**src/rtl/branch_resolve_unit.sv**
```systemverilog
// Two-stage valid/ready branch condition evaluator with misprediction flagging
// and saturating statistics counters.
module branch_resolve_unit #(
   parameter int WIDTH = 32,
   parameter int TAG_W = 4,
   parameter int CNT_W = 16
) (
   input  logic             clk,
   input  logic             reset,
   input  logic             in_valid,
   output logic             in_ready,
   input  logic [WIDTH-1:0] reg1,
   input  logic [WIDTH-1:0] reg2,
   input  logic [3:0]       func_code,
   input  logic             pred_taken,
   input  logic [TAG_W-1:0] in_tag,
   input  logic             flush,
   output logic             out_valid,
   input  logic             out_ready,
   output logic             out_taken,
   output logic             out_mispredict,
   output logic             out_illegal,
   output logic [TAG_W-1:0] out_tag,
   input  logic             cnt_clr,
   output logic [CNT_W-1:0] branch_count,
   output logic [CNT_W-1:0] mispredict_count
);

   typedef enum logic [3:0] {
      F_EQZ    = 4'h0,
      F_LTZ    = 4'h1,
      F_GTZ    = 4'h2,
      F_EQ     = 4'h3,
      F_NE     = 4'h4,
      F_LT     = 4'h5,
      F_GE     = 4'h6,
      F_LTU    = 4'h7,
      F_GEU    = 4'h8,
      F_NEZ    = 4'h9,
      F_ALWAYS = 4'hA
   } func_e;

   localparam logic [CNT_W-1:0] CNT_MAX = '1;

   logic             s1_valid_q, s1_valid_d;
   logic [WIDTH-1:0] s1_reg1_q, s1_reg1_d;
   logic [WIDTH-1:0] s1_reg2_q, s1_reg2_d;
   func_e            s1_func_q, s1_func_d;
   logic             s1_pred_q, s1_pred_d;
   logic [TAG_W-1:0] s1_tag_q, s1_tag_d;

   logic             s2_valid_q, s2_valid_d;
   logic             s2_taken_q, s2_taken_d;
   logic             s2_mis_q, s2_mis_d;
   logic             s2_ill_q, s2_ill_d;
   logic [TAG_W-1:0] s2_tag_q, s2_tag_d;

   logic [CNT_W-1:0] br_cnt_q, br_cnt_d;
   logic [CNT_W-1:0] mis_cnt_q, mis_cnt_d;

   logic s1_load, s2_load, out_fire;
   logic cmp_taken, cmp_illegal;

   assign in_ready = !s1_valid_q || !s2_valid_q || out_ready;
   assign s2_load  = s1_valid_q && (!s2_valid_q || out_ready);
   assign s1_load  = in_valid && in_ready;
   assign out_fire = s2_valid_q && out_ready && !flush;

   // NOTE: every always_comb output gets a default first, so no path leaves it unassigned and no latch is inferred.
   always_comb begin
      cmp_taken   = 1'b0;
      cmp_illegal = 1'b0;
      case (s1_func_q)
         F_EQZ:    cmp_taken = (s1_reg1_q == '0);
         F_LTZ:    cmp_taken = s1_reg1_q[WIDTH-1];
         F_GTZ:    cmp_taken = !s1_reg1_q[WIDTH-1] && (s1_reg1_q != '0);
         F_EQ:     cmp_taken = (s1_reg1_q == s1_reg2_q);
         F_NE:     cmp_taken = (s1_reg1_q != s1_reg2_q);
         F_LT:     cmp_taken = ($signed(s1_reg1_q) <  $signed(s1_reg2_q));
         F_GE:     cmp_taken = ($signed(s1_reg1_q) >= $signed(s1_reg2_q));
         F_LTU:    cmp_taken = (s1_reg1_q <  s1_reg2_q);
         F_GEU:    cmp_taken = (s1_reg1_q >= s1_reg2_q);
         F_NEZ:    cmp_taken = (s1_reg1_q != '0);
         F_ALWAYS: cmp_taken = 1'b1;
         default:  cmp_illegal = 1'b1;
      endcase
   end

   always_comb begin
      s1_reg1_d = s1_reg1_q;
      s1_reg2_d = s1_reg2_q;
      s1_func_d = s1_func_q;
      s1_pred_d = s1_pred_q;
      s1_tag_d  = s1_tag_q;
      if (s1_load) begin
         s1_reg1_d = reg1;
         s1_reg2_d = reg2;
         s1_func_d = func_e'(func_code);
         s1_pred_d = pred_taken;
         s1_tag_d  = in_tag;
      end

      s2_taken_d = s2_taken_q;
      s2_mis_d   = s2_mis_q;
      s2_ill_d   = s2_ill_q;
      s2_tag_d   = s2_tag_q;
      if (s2_load) begin
         s2_taken_d = cmp_taken;
         s2_mis_d   = cmp_taken ^ s1_pred_q;
         s2_ill_d   = cmp_illegal;
         s2_tag_d   = s1_tag_q;
      end

      // Flush kills both stages, including any request offered this cycle.
      if (flush)        s1_valid_d = 1'b0;
      else if (s1_load) s1_valid_d = 1'b1;
      else if (s2_load) s1_valid_d = 1'b0;
      else              s1_valid_d = s1_valid_q;

      if (flush)          s2_valid_d = 1'b0;
      else if (s2_load)   s2_valid_d = 1'b1;
      else if (out_ready) s2_valid_d = 1'b0;
      else                s2_valid_d = s2_valid_q;

      br_cnt_d  = br_cnt_q;
      mis_cnt_d = mis_cnt_q;
      if (cnt_clr) begin
         br_cnt_d  = '0;
         mis_cnt_d = '0;
      end else if (out_fire) begin
         if (br_cnt_q != CNT_MAX)              br_cnt_d  = br_cnt_q + 1'b1;
         if (s2_mis_q && mis_cnt_q != CNT_MAX) mis_cnt_d = mis_cnt_q + 1'b1;
      end
   end

   // NOTE: stage-1 payload is only read while s1_valid_q is set, so it carries no reset.
   always_ff @(posedge clk) begin
      s1_reg1_q <= s1_reg1_d;
      s1_reg2_q <= s1_reg2_d;
      s1_func_q <= s1_func_d;
      s1_pred_q <= s1_pred_d;
      s1_tag_q  <= s1_tag_d;
   end

   // NOTE: sequential state uses non-blocking assignments so all flops update together at the edge.
   always_ff @(posedge clk or posedge reset) begin
      if (reset) begin
         s1_valid_q <= 1'b0;
         s2_valid_q <= 1'b0;
         s2_taken_q <= 1'b0;
         s2_mis_q   <= 1'b0;
         s2_ill_q   <= 1'b0;
         s2_tag_q   <= '0;
         br_cnt_q   <= '0;
         mis_cnt_q  <= '0;
      end else begin
         s1_valid_q <= s1_valid_d;
         s2_valid_q <= s2_valid_d;
         s2_taken_q <= s2_taken_d;
         s2_mis_q   <= s2_mis_d;
         s2_ill_q   <= s2_ill_d;
         s2_tag_q   <= s2_tag_d;
         br_cnt_q   <= br_cnt_d;
         mis_cnt_q  <= mis_cnt_d;
      end
   end

   assign out_valid        = s2_valid_q;
   assign out_taken        = s2_taken_q;
   assign out_mispredict   = s2_mis_q;
   assign out_illegal      = s2_ill_q;
   assign out_tag          = s2_tag_q;
   assign branch_count     = br_cnt_q;
   assign mispredict_count = mis_cnt_q;

endmodule

```
**config.mk**
```make
export PLATFORM = sky130hd
export DESIGN_NAME = branch_resolve_unit
export DESIGN_NICKNAME = d
export VERILOG_FILES = /design/src/rtl/branch_resolve_unit.sv
export SDC_FILE = /design/constraint.sdc
export NUM_CORES = 1
export LEC_CHECK = 0
export CAP_MARGIN = 0
export CORE_MARGIN = 4
export CORE_UTILIZATION = 40
export CTS_CLUSTER_DIAMETER = 50
export DETAILED_ROUTE_END_ITERATION = 10
export PLACE_DENSITY = 0.66
export SETUP_SLACK_MARGIN = 0.4
export SLEW_MARGIN = 40
export SYNTH_ARGS = -nofsm -noshare
export SYNTH_HDL_FRONTEND = slang
export SYNTH_SLANG_ARGS = --single-unit
export TNS_END_PERCENT = 30
```
**constraint.sdc**
```tcl
create_clock -name clk -period 3.65 [get_ports clk]
set_input_delay 0.73 -clock clk [delete_from_list [all_inputs] [get_ports clk]]
set_output_delay 0.73 -clock clk [all_outputs]
set_load 0.005 [all_outputs]
```
==> flow_metrics.py, run 1 <==
metrics = {
    "status": {
        "status": "finished, final reports clean",
    },
    "critical_path": {
        "crit_path_end_kind": "output pin",
        "path_delay_family": "buffers and inverters",
        "cp_max_fo": 4,
        "path_cells": "clkdlybuf4s50_1, and2b_2, nand2_1, clkdlybuf4s50_1",
        "cp_slowest_cell": "clkdlybuf4s50_1",
        "cp_common_cell": "clkdlybuf4s50_1",
        "worstPathArrival_ns": 2.05,
        "crit_required_ns": 2.92,
        "worstSetupStartpointType": "primary input",
        "critPathBufInv": 2,
        "cpPeakStageDelay_ns": 0.52,
        "crit_type": "in -> out",
    },
    "global_routing": {
        "grt_pass1_vias": 3871,
        "grt_overflow": 0,
        "antenna_found_initial": 0,
        "grt_use_total_pct": 15.6,
        "grt_pass1_wl_mm": 18.1,
        "grt_start_max_net_pins": 59,
    },
    "logic_synthesis": {
        "synth-async-reset-ratio_pct": 36.0,
        "ys_seq_area_share_pct": 61.5,
        "synth_edf_count": 73,
        "syn_area_mm2": 0.00524,
        "yosysMostFrequentCell": "edfxtp_1",
        "yosys.area.top_type": "edfxtp_1",
        "yosys_warnings": 0,
        "synth_top_area_share_pct": 41.9,
        "syn_nets": 534,
        "avgSynthCellArea_um2": 12.4,
        "ys_top_cells_by_area": "edfxtp_1 (42%), dfrtp_1 (20%), ha_1 (8.1%)",
        "ys_ff_latch": 114,
        "ys.flop_type": "edfxtp_1",
        "synth_common_cells": "edfxtp_1 (73), nor2_1 (45), dfrtp_1 (41), inv_1 (38), ha_1 (34)",
        "syn-instance-count": 421,
        "yosysUniqueCellTypes": 54,
    },
    "timing": {
        "max_freq_ghz": 0.359,
        "fin_skew_ns": 0.00517,
        "final.setup.tns_ns": 0,
        "final_hold_viol_count": 0,
        "relSlewSlack_pct": 60.9,
        "period_share_pct": 76.2,
        "whs_ns": 0.476,
        "worst_slew_pin_slew_ns": 0.581,
        "rsz0062_at_grt": "false",
        "min_period_ns": 2.78,
        "layout_setup_ws_ns": 0.868,
        "slew_violations": 0,
        "setup_viol": 0,
    },
    "placed_design": {
        "dp_slack_ns": 0.868,
        "dp_hpwl_mm": 8.19,
        "place_area_mm2": 0.00664,
        "gp_congestion": 0.853,
        "portBuffers": 119,
    },
    "cells_and_area": {
        "drive_gt1_share_pct": 8.26,
        "n_fill_cell": 1139,
        "stdcell_area_mm2": 0.00718,
        "multi_input_area_mm2": 0.00184,
        "final_util_pct": 56.4,
        "synthToLayoutAreaGrowth_pct": 37.1,
        "nNetsFinal": 669,
        "register_area_mm2": 0.00322,
        "n_antenna_cell": 0,
    },
    "routing": {
        "vias_per_cell": 4.92,
        "dr.pass1.iters": 4,
        "vias": 3649,
        "ant_nets": 0,
        "drt_iter0_drc": 141,
        "drcViolationCount": 0,
        "postRouteWirelength_mm": 11.0,
        "post_drt_wl_per_cell_um": 14.8,
    },
    "floorplanning": {
        "die_area_mm2": 0.0150,
        "ios": 120,
        "core_mm2": 0.0127,
        "die_h_um": 122,
        "num_rows": 41,
        "die_width_um": 122,
        "start_util_pct": 41.1,
    },
    "power": {
        "p_seq_share_pct": 45.6,
        "p_per_area_mw_per_mm2": 454,
        "p_sw_mw": 0.682,
        "irDropWorstVdd_mv": 0.299,
        "intPower_mw": 2.57,
        "p_leak_nw": 2.90,
        "combPwrFrac_pct": 8.7,
        "clock_power_share_pct": 45.7,
        "swShare_pct": 20.9,
    },
    "cts": {
        "cts_setup_buffers": 0,
        "cts_resized": 0,
        "htree_levels": 4,
        "clock-sinks": 114,
        "cts_tree": "done",
        "insertion_delay_ns": 0.41,
        "root_buffer": "clkbuf_16",
        "clk_path_buf_depth": 2,
        "clk_pin_slew_worst_paths_ns": 0.05,
        "cts_hold_repair.buffers": 0,
        "numCtsBuffers": 17,
    },
    "run": {
        "maxCapViolations": 0,
    },
    "hold_path": {
        "hp-class": "reg -> reg",
    },
}
## registers in the layout, indices dropped and copies added (netlist names)
| register | count |
|---|---|
| out_illegal | 1 |
| out_tag | 4 |
| out_taken | 1 |
| out_valid | 1 |
| out_mispredict | 1 |
| branch_count | 16 |
| s1_valid_q | 1 |
| s1_reg1_q | 32 |
| mispredict_count | 16 |
| s1_pred_q | 1 |
| s1_tag_q | 4 |
| s1_reg2_q | 32 |
| s1_func_q | 4 |
## placed cells by master, fill, tap and decap left out, types with 6 or more instances in the layout
master,Yosys,layout
nand2_1,22,22
nand3_1,16,16
nor2_1,45,45
clkbuf_1,4,6
o21ai_0,6,6
nor4_1,9,9
a21oi_1,17,17
xnor2_1,7,7
xor2_1,21,21
ha_1,34,34
clkdlybuf4s50_1,0,119
dfrtp_1,41,41
clkbuf_16,0,17
inv_1,38,37
edfxtp_1,73,73
nand4_1,17,17
## logic make-up (layout without fill, tap and decap cells)
family / after synthesis / after routing / share of synthesized area [%]
AND/OR/NAND/NOR: 149 / 149 / 15.5
XOR/XNOR: 28 / 28 / 4.68
buffers and inverters: 44 / 192 / 3.44
multiplexers: 6 / 6 / 1.24
adder cells (fa/ha/maj): 34 / 34 / 8.13
AO/OA/AOI/OAI: 46 / 46 / 5.52
flip-flops: 114 / 114 / 61.5
## metrics by stage
stage,cells,total power [mW]
after floorplan,421,1.63
after global placement,709,1.79
after detailed placement,709,1.80
after CTS,741,3.30
after global routing,741,3.41
final,741,3.26
## path summary, 6_finish.rpt
| path | start | to | slack [ns] | cells past startpoint |
|---|---|---|---|---|
| worst min-delay path | s1_tag_q[0]$_DFFE_PP_ | out_tag[0]$_DFFE_PP0P_ | 0.48 | 1 |
| min in group asynchronous | reset | branch_count[8]$_DFFE_PP0P_ | 0.65 | 2 |
| max in group asynchronous | reset | mispredict_count[6]$_DFFE_PP0P_ | 2.36 | 3 |
| worst max register to register | s1_reg1_q[31]$_DFFE_PP_ | out_mispredict$_DFFE_PP0P_ | 1.03 | 9 |
| worst max-delay path | out_ready | in_ready | 0.87 | 4 |
| worst min register to register | s1_tag_q[0]$_DFFE_PP_ | out_tag[0]$_DFFE_PP0P_ | 0.48 | 1 |
## cell type report
class / count / area share, %
clock inverter: 7 / 0.820
sequential: 114 / 44.8
clock buffer: 25 / 6.63
timing repair buffer: 122 / 17.1
inverter: 38 / 1.99
multi-input combinational: 263 / 25.6
tap: 172 / 3.00
## layer usage
| metal | global-route usage [%] | up-vias | wire length [um] |
|---|---|---|---|
| met2 | 25.8 | 77 | 5530 |
| li1 | - | 1797 | - |
| met3 | 5.16 | 17 | 504 |
| met1 | 18.4 | 1758 | 4710 |
| met5 | 0 | - | 0 |
| met4 | 7.21 | 0 | 230 |
## power by group through the flow
stage / Clock, mW / Combinational, mW / Sequential [mW]
2_1_floorplan: 0 / 0.131 / 1.50
6_report: 1.49 / 0.283 / 1.49
3_3_place_gp: 0 / 0.280 / 1.51
5_1_grt: 1.60 / 0.316 / 1.49
4_1_cts: 1.53 / 0.289 / 1.49
3_5_place_dp: 0 / 0.287 / 1.51
(Power assumes the default switching activity.)
==> run 2, diff against run 1 <==
==> constraint.sdc (replaced) <==
create_clock -name clk -period 2.64 [get_ports clk]
set_input_delay 0.528 -clock clk [delete_from_list [all_inputs] [get_ports clk]]
set_output_delay 0.528 -clock clk [all_outputs]
set_load 0.005 [all_outputs]
==> run 2 against run 1 <==
  * Sequential cell count did not move
  * Clock-buffer cell count fell by 8
  * Sequential power rose by 38%
  * Cell count rose by 2.3%
  * Utilization rose by 4.1 points
  * Hold slack barely moved
  * Critical path type is now reg -> reg
  * Largest cell class unchanged
==> flow_metrics.py, run 2 (same netlist as run 1, synthesis figures left out) <==
metrics = {
    "timing": {
        "max_freq_ghz": 0.406,
        "min_period_ns": 2.46,
        "relSlewSlack_pct": 64.2,
        "slew_violations": 0,
        "final_hold_viol_count": 0,
        "rsz0062_at_grt": "true",
        "period_share_pct": 93.3,
        "final.setup.tns_ns": 0,
        "worst_slew_pin_slew_ns": 0.537,
        "setup_viol": 0,
        "fin_skew_ns": 0.00981,
    },
    "cells_and_area": {
        "drive_gt1_share_pct": 16.2,
        "n_antenna_cell": 0,
        "layout.cells.most_common_list": "clkdlybuf4s50_1 (118), edfxtp_1 (73), nor2_1 (45)",
        "synthToLayoutAreaGrowth_pct": 47.0,
        "n_fill_cell": 1014,
        "layout_commonest_cell": "clkdlybuf4s50_1",
        "reg_top3": "s1_reg1_q (32), s1_reg2_q (32)",
        "nNetsFinal": 686,
    },
    "cts": {
        "clk_path_buf_depth": 2,
        "root_buffer": "clkbuf_16",
        "clk_pin_slew_worst_paths_ns": 0.05,
        "htree_levels": 4,
        "insertion_delay_ns": 0.42,
        "clock-sinks": 114,
        "numCtsBuffers": 17,
        "cts_hold_repair.buffers": 0,
        "cts_tree": "done",
    },
    "global_routing": {
        "grt_pass1_vias": 3872,
        "antenna_found_initial": 0,
        "grt_pass1_wl_mm": 19.0,
        "grt_use_total_pct": 16.5,
        "grt_overflow": 0,
        "grt_start_max_net_pins": 43,
    },
    "critical_path": {
        "cpPeakStageDelay_ns": 0.45,
        "worstPathArrival_ns": 2.81,
        "cp_slowest_cell": "edfxtp_1",
        "crit_required_ns": 2.99,
        "worstSetupStartpointType": "flip-flop",
        "path_cells": "ha_4, nand4_1, buf_4, nor3_4, a21boi_2, o31a_1, nor4b_2, nand3b_1, or4_1, nand3_1",
        "crit_path_end_kind": "flip-flop",
        "crit_type": "reg -> reg",
        "cp_max_fo": 4,
    },
    "power": {
        "irDropWorstVdd_mv": 0.513,
        "p_per_area_mw_per_mm2": 673,
        "p_total_mw": 5.18,
        "p_leak_nw": 3.07,
    },
    "floorplanning": {
        "start_util_pct": 41.1,
        "die_width_um": 122,
        "num_rows": 41,
        "core_mm2": 0.0127,
        "die_area_mm2": 0.0150,
        "ios": 120,
        "die_h_um": 122,
    },
    "routing": {
        "vias_per_cell": 4.97,
        "post_drt_wl_per_cell_um": 15.5,
        "vias": 3769,
        "dr.pass1.iters": 4,
        "drt_iter0_drc": 180,
        "postRouteWirelength_mm": 11.7,
        "ant_nets": 0,
        "drcViolationCount": 0,
    },
    "placed_design": {
        "portBuffers": 119,
        "gp_congestion": 0.779,
        "dp_hpwl_mm": 8.26,
    },
    "run": {
        "maxCapViolations": 0,
    },
    "status": {
        "status": "finished, final reports clean",
    },
    "hold_path": {
        "hp-class": "reg -> reg",
    },
}
[run 2: critical path: cells and delay by family, from the launching register on]
kind	cells	cell delay (ns)
and+or+nand+nor	6	1.03
AOI/OAI and AO/OA	2	0.43
DFF	1	0.45
adders and majority gates	1	0.31
buffers and inverters	1	0.18
[run 2: final timing paths]
path | from | to | slack (ns) | cells after the start
max in group asynchronous | reset | branch_count[6]$_DFFE_PP0P_ | 1.69 | 3
worst max register to register | s1_reg1_q[9]$_DFFE_PP_ | out_mispredict$_DFFE_PP0P_ | 0.18 | 10
min in group asynchronous | reset | branch_count[15]$_DFFE_PP0P_ | 0.56 | 3
worst min-delay path | s1_tag_q[3]$_DFFE_PP_ | out_tag[3]$_DFFE_PP0P_ | 0.48 | 1
worst min register to register | s1_tag_q[3]$_DFFE_PP_ | out_tag[3]$_DFFE_PP0P_ | 0.48 | 1
worst max-delay path | s1_reg1_q[9]$_DFFE_PP_ | out_mispredict$_DFFE_PP0P_ | 0.18 | 10
[run 2: timing repair]
item                                    4_1_cts  5_1_grt
pin swaps                                    19        7
endpoints found under the setup margin        3       15
resized for setup                            18       12
cloned                                        0        0
endpoints found under the hold margin         0        0
buffers inserted                              8        3
[run 2: final cells by class]
cell class	count	area [um2]	share of cell area (%)
multi-input combinational	263	2060	26.8
clock inverter	15	263	3.42
sequential	114	3220	41.9
timing repair buffer	139	1370	17.8
inverter	38	143	1.85
tap	172	215	2.80
clock buffer	17	425	5.53
[run 2: stage by stage]
step	instances	hold slack, ns	setup slack, ns	utilization [%]	area [um2]
after detailed placement	715	0.469	0.176	52.7	6700
after CTS	755	0.481	0.229	59.7	7600
after global routing	758	0.511	0.0189	60.5	7690
final	758	0.476	0.178	60.5	7690
after global placement	715	0.459	0.215	52.7	6700
after floorplan	421	0.455	0.325	-	5240
[run 2: metal layers]
| metal | vias up | GRT usage, % | share of wire (%) |
|---|---|---|---|
| met3 | 17 | 5.07 | 4.4 |
| met5 | - | 0 | 0 |
| met2 | 89 | 27.3 | 51 |
| li1 | 1835 | - | - |
| met4 | 0 | 7.00 | 1.9 |
| met1 | 1828 | 19.9 | 43 |
[run 2: power by group]
part / leakage (nW) / total, mW / switching (mW) / internal, mW
Combinational: 1.46 / 0.461 / 0.192 / 0.269
Clock: 0.333 / 2.66 / 0.801 / 1.86
Sequential: 1.27 / 2.06 / 0.0528 / 2.01
==> run 3, diff against run 2 <==
--- a/config.mk
+++ b/config.mk
@@ -5,12 +5,11 @@
 export SDC_FILE = /design/constraint.sdc
 export NUM_CORES = 1
 export LEC_CHECK = 0
-export CAP_MARGIN = 0
+export CAP_MARGIN = 25
 export CORE_MARGIN = 4
-export CORE_UTILIZATION = 40
+export CORE_UTILIZATION = 27
 export CTS_CLUSTER_DIAMETER = 50
 export DETAILED_ROUTE_END_ITERATION = 10
-export PLACE_DENSITY = 0.66
 export SETUP_SLACK_MARGIN = 0.4
 export SLEW_MARGIN = 40
 export SYNTH_ARGS = -nofsm -noshare
==> run 3 against run 2 <==
  * Global-route usage down 4.4 points
  * Clock skew up 0.0025 ns
  * Wire length up 8.2%
  * Cell count up 12%
  * Clock-buffer cell count up 1
  * Register-to-register slack about the same
  * Hold slack worse by 0.00065 ns
  * Clock power down 17%
  * Maximum frequency down 0.44%
  * Via count up 0.24%
  * Sequential share of layout area up 0.35 points
  * Die area up 45%
  * Largest power group unchanged
  * Highest routed layer unchanged
==> flow_metrics.py, run 3 (same netlist as run 1, synthesis figures left out) <==
metrics = {
    "cells_and_area": {
        "reg_top3": "s1_reg1_q (32), s1_reg2_q (32)",
        "n_fill_cell": 1831,
        "nNetsFinal": 686,
        "n_antenna_cell": 0,
        "register_area_mm2": 0.00322,
        "final_util_pct": 40.4,
        "layout.cells.most_common_list": "clkdlybuf4s50_1 (118), edfxtp_1 (73), nor2_1 (45)",
        "synthToLayoutAreaGrowth_pct": 45.6,
        "multi_input_area_mm2": 0.00201,
        "layout_commonest_cell": "clkdlybuf4s50_1",
        "drive_gt1_share_pct": 14.3,
    },
    "timing": {
        "rsz0062_at_grt": "true",
        "final_hold_viol_count": 0,
        "setup_viol": 0,
        "slew_violations": 0,
        "relSlewSlack_pct": 62.6,
        "worst_slew_pin_slew_ns": 0.561,
        "fin_skew_ns": 0.0123,
        "max_freq_ghz": 0.404,
        "period_share_pct": 93.7,
        "min_period_ns": 2.47,
        "final.setup.tns_ns": 0,
    },
    "cts": {
        "cts_tree": "done",
        "root_buffer": "clkbuf_16",
        "cts_hold_repair.buffers": 0,
        "clk_pin_slew_worst_paths_ns": 0.06,
        "htree_levels": 4,
        "numCtsBuffers": 17,
        "insertion_delay_ns": 0.42,
        "clk_path_buf_depth": 2,
        "clock-sinks": 114,
    },
    "routing": {
        "wl_met3_um": 611,
        "topRoutingLayerUsed": "met4",
        "vias": 3778,
        "vias_per_cell": 4.47,
        "ant_nets": 0,
        "drcViolationCount": 0,
        "post_drt_wl_per_cell_um": 15.0,
        "dr.pass1.iters": 6,
        "wl_met2_mm": 6.21,
        "postRouteWirelength_mm": 12.7,
        "drt_iter0_drc": 172,
        "wl_met1_mm": 5.50,
    },
    "placed_design": {
        "portBuffers": 119,
        "gp_congestion": 0.792,
        "dp_hpwl_mm": 9.21,
    },
    "critical_path": {
        "cpPeakStageDelay_ns": 0.44,
        "crit_required_ns": 2.99,
        "path_cells": "ha_4, nand4_4, and4bb_4, a31oi_2, nand2b_4, a221oi_2, nand3b_1, or4_1, nand3_1",
        "cp_slowest_cell": "edfxtp_1",
        "crit_path_end_kind": "flip-flop",
        "crit_type": "reg -> reg",
        "cp_max_fo": 3,
        "worstPathArrival_ns": 2.82,
        "worstSetupStartpointType": "flip-flop",
        "path_delay_family": "simple AND/OR/NAND/NOR gates",
        "critPathBufInv": 0,
    },
    "power": {
        "p_per_area_mw_per_mm2": 620,
        "p_leak_nw": 2.99,
        "irDropWorstVdd_mv": 0.436,
    },
    "hold_path": {
        "hp-class": "reg -> reg",
    },
    "floorplanning": {
        "ios": 120,
        "die_h_um": 147,
        "core_mm2": 0.0189,
        "start_util_pct": 27.7,
        "num_rows": 50,
        "die_width_um": 147,
        "die_area_mm2": 0.0217,
    },
    "run": {
        "maxCapViolations": 0,
    },
    "global_routing": {
        "grt_pass1_wl_mm": 20.6,
        "antenna_found_initial": 0,
        "grt_use_total_pct": 12.0,
        "grt_overflow": 0,
        "grt_start_max_net_pins": 42,
        "grt_pass1_vias": 4085,
    },
    "status": {
        "status": "finished, final reports clean",
    },
}
## run 3: cell types whose count changed in the layout (fill, tap and decap cells not counted), moves of 2 or more
cell / before / now
dfrtp_2: 2 / 0
clkinv_2: 4 / 2
inv_6: 0 / 2
bufinv_16: 7 / 2
inv_1: 36 / 34
clkinv_1: 0 / 4
ha_4: 13 / 10
dfrtp_1: 39 / 41
ha_1: 21 / 24
## run 3: timing repair
action / in CTS / in global routing
endpoints found under the setup margin: 3 / 16
gates cloned: 0 / 0
gates resized for setup: 19 / 3
pin swaps: 12 / 1
setup buffers: 4 / 1
## run 3: through the flow
step	hold WS (ns)	power, mW	setup WS [ns]	std cells	area, um2
floorplan	0.455	2.26	0.325	421	5240
global placement	0.456	2.49	0.205	809	6840
detailed placement	0.464	2.51	0.128	809	6840
CTS	0.478	4.79	0.198	845	7590
global route	0.493	4.94	0.0802	846	7620
finish	0.475	4.73	0.167	846	7620
## run 3: path summary, 6_finish.rpt
check	cells past startpoint	slack, ns	start	end
setup / recovery	9	0.17	s1_reg1_q[30]$_DFFE_PP_	out_mispredict$_DFFE_PP0P_
hold / removal	1	0.48	s1_tag_q[1]$_DFFE_PP_	out_tag[1]$_DFFE_PP0P_
setup reg to reg	9	0.17	s1_reg1_q[30]$_DFFE_PP_	out_mispredict$_DFFE_PP0P_
hold reg to reg	1	0.48	s1_tag_q[1]$_DFFE_PP_	out_tag[1]$_DFFE_PP0P_
max in group asynchronous	3	1.68	reset	mispredict_count[0]$_DFFE_PP0P_
min in group asynchronous	3	0.55	reset	branch_count[11]$_DFFE_PP0P_
## run 3: area by class of cell
cell class | count | share of cell area (%)
Tap cell | 260 | 4.27
Clock inverter | 14 | 1.82
Sequential cell | 114 | 42.2
Multi-Input combinational cell | 263 | 26.4
Timing Repair Buffer | 139 | 17.8
Clock buffer | 18 | 5.63
Inverter | 38 | 1.87
## run 3: report_power, final
group | leakage (nW) | switching, mW | internal, mW
clock network | 0.269 | 0.833 | 1.38
logic | 1.45 | 0.198 | 0.262
registers | 1.27 | 0.0527 | 2.00
## run 3: worst reg2reg max path: stages (launching register included)
cell,delay [ns]
edfxtp_1,0.44
ha_4,0.33
nand4_4,0.12
and4bb_4,0.40
a31oi_2,0.10
nand2b_4,0.15
a221oi_2,0.25
nand3b_1,0.13
or4_1,0.41
nand3_1,0.08
## run 3: per-layer routing
metal  vias up  global-route usage (%)
met5         -                       0
met1      1829                    14.7
met4         0                    6.20
met3        23                    3.67
met2        94                    19.3
li1       1832                       -
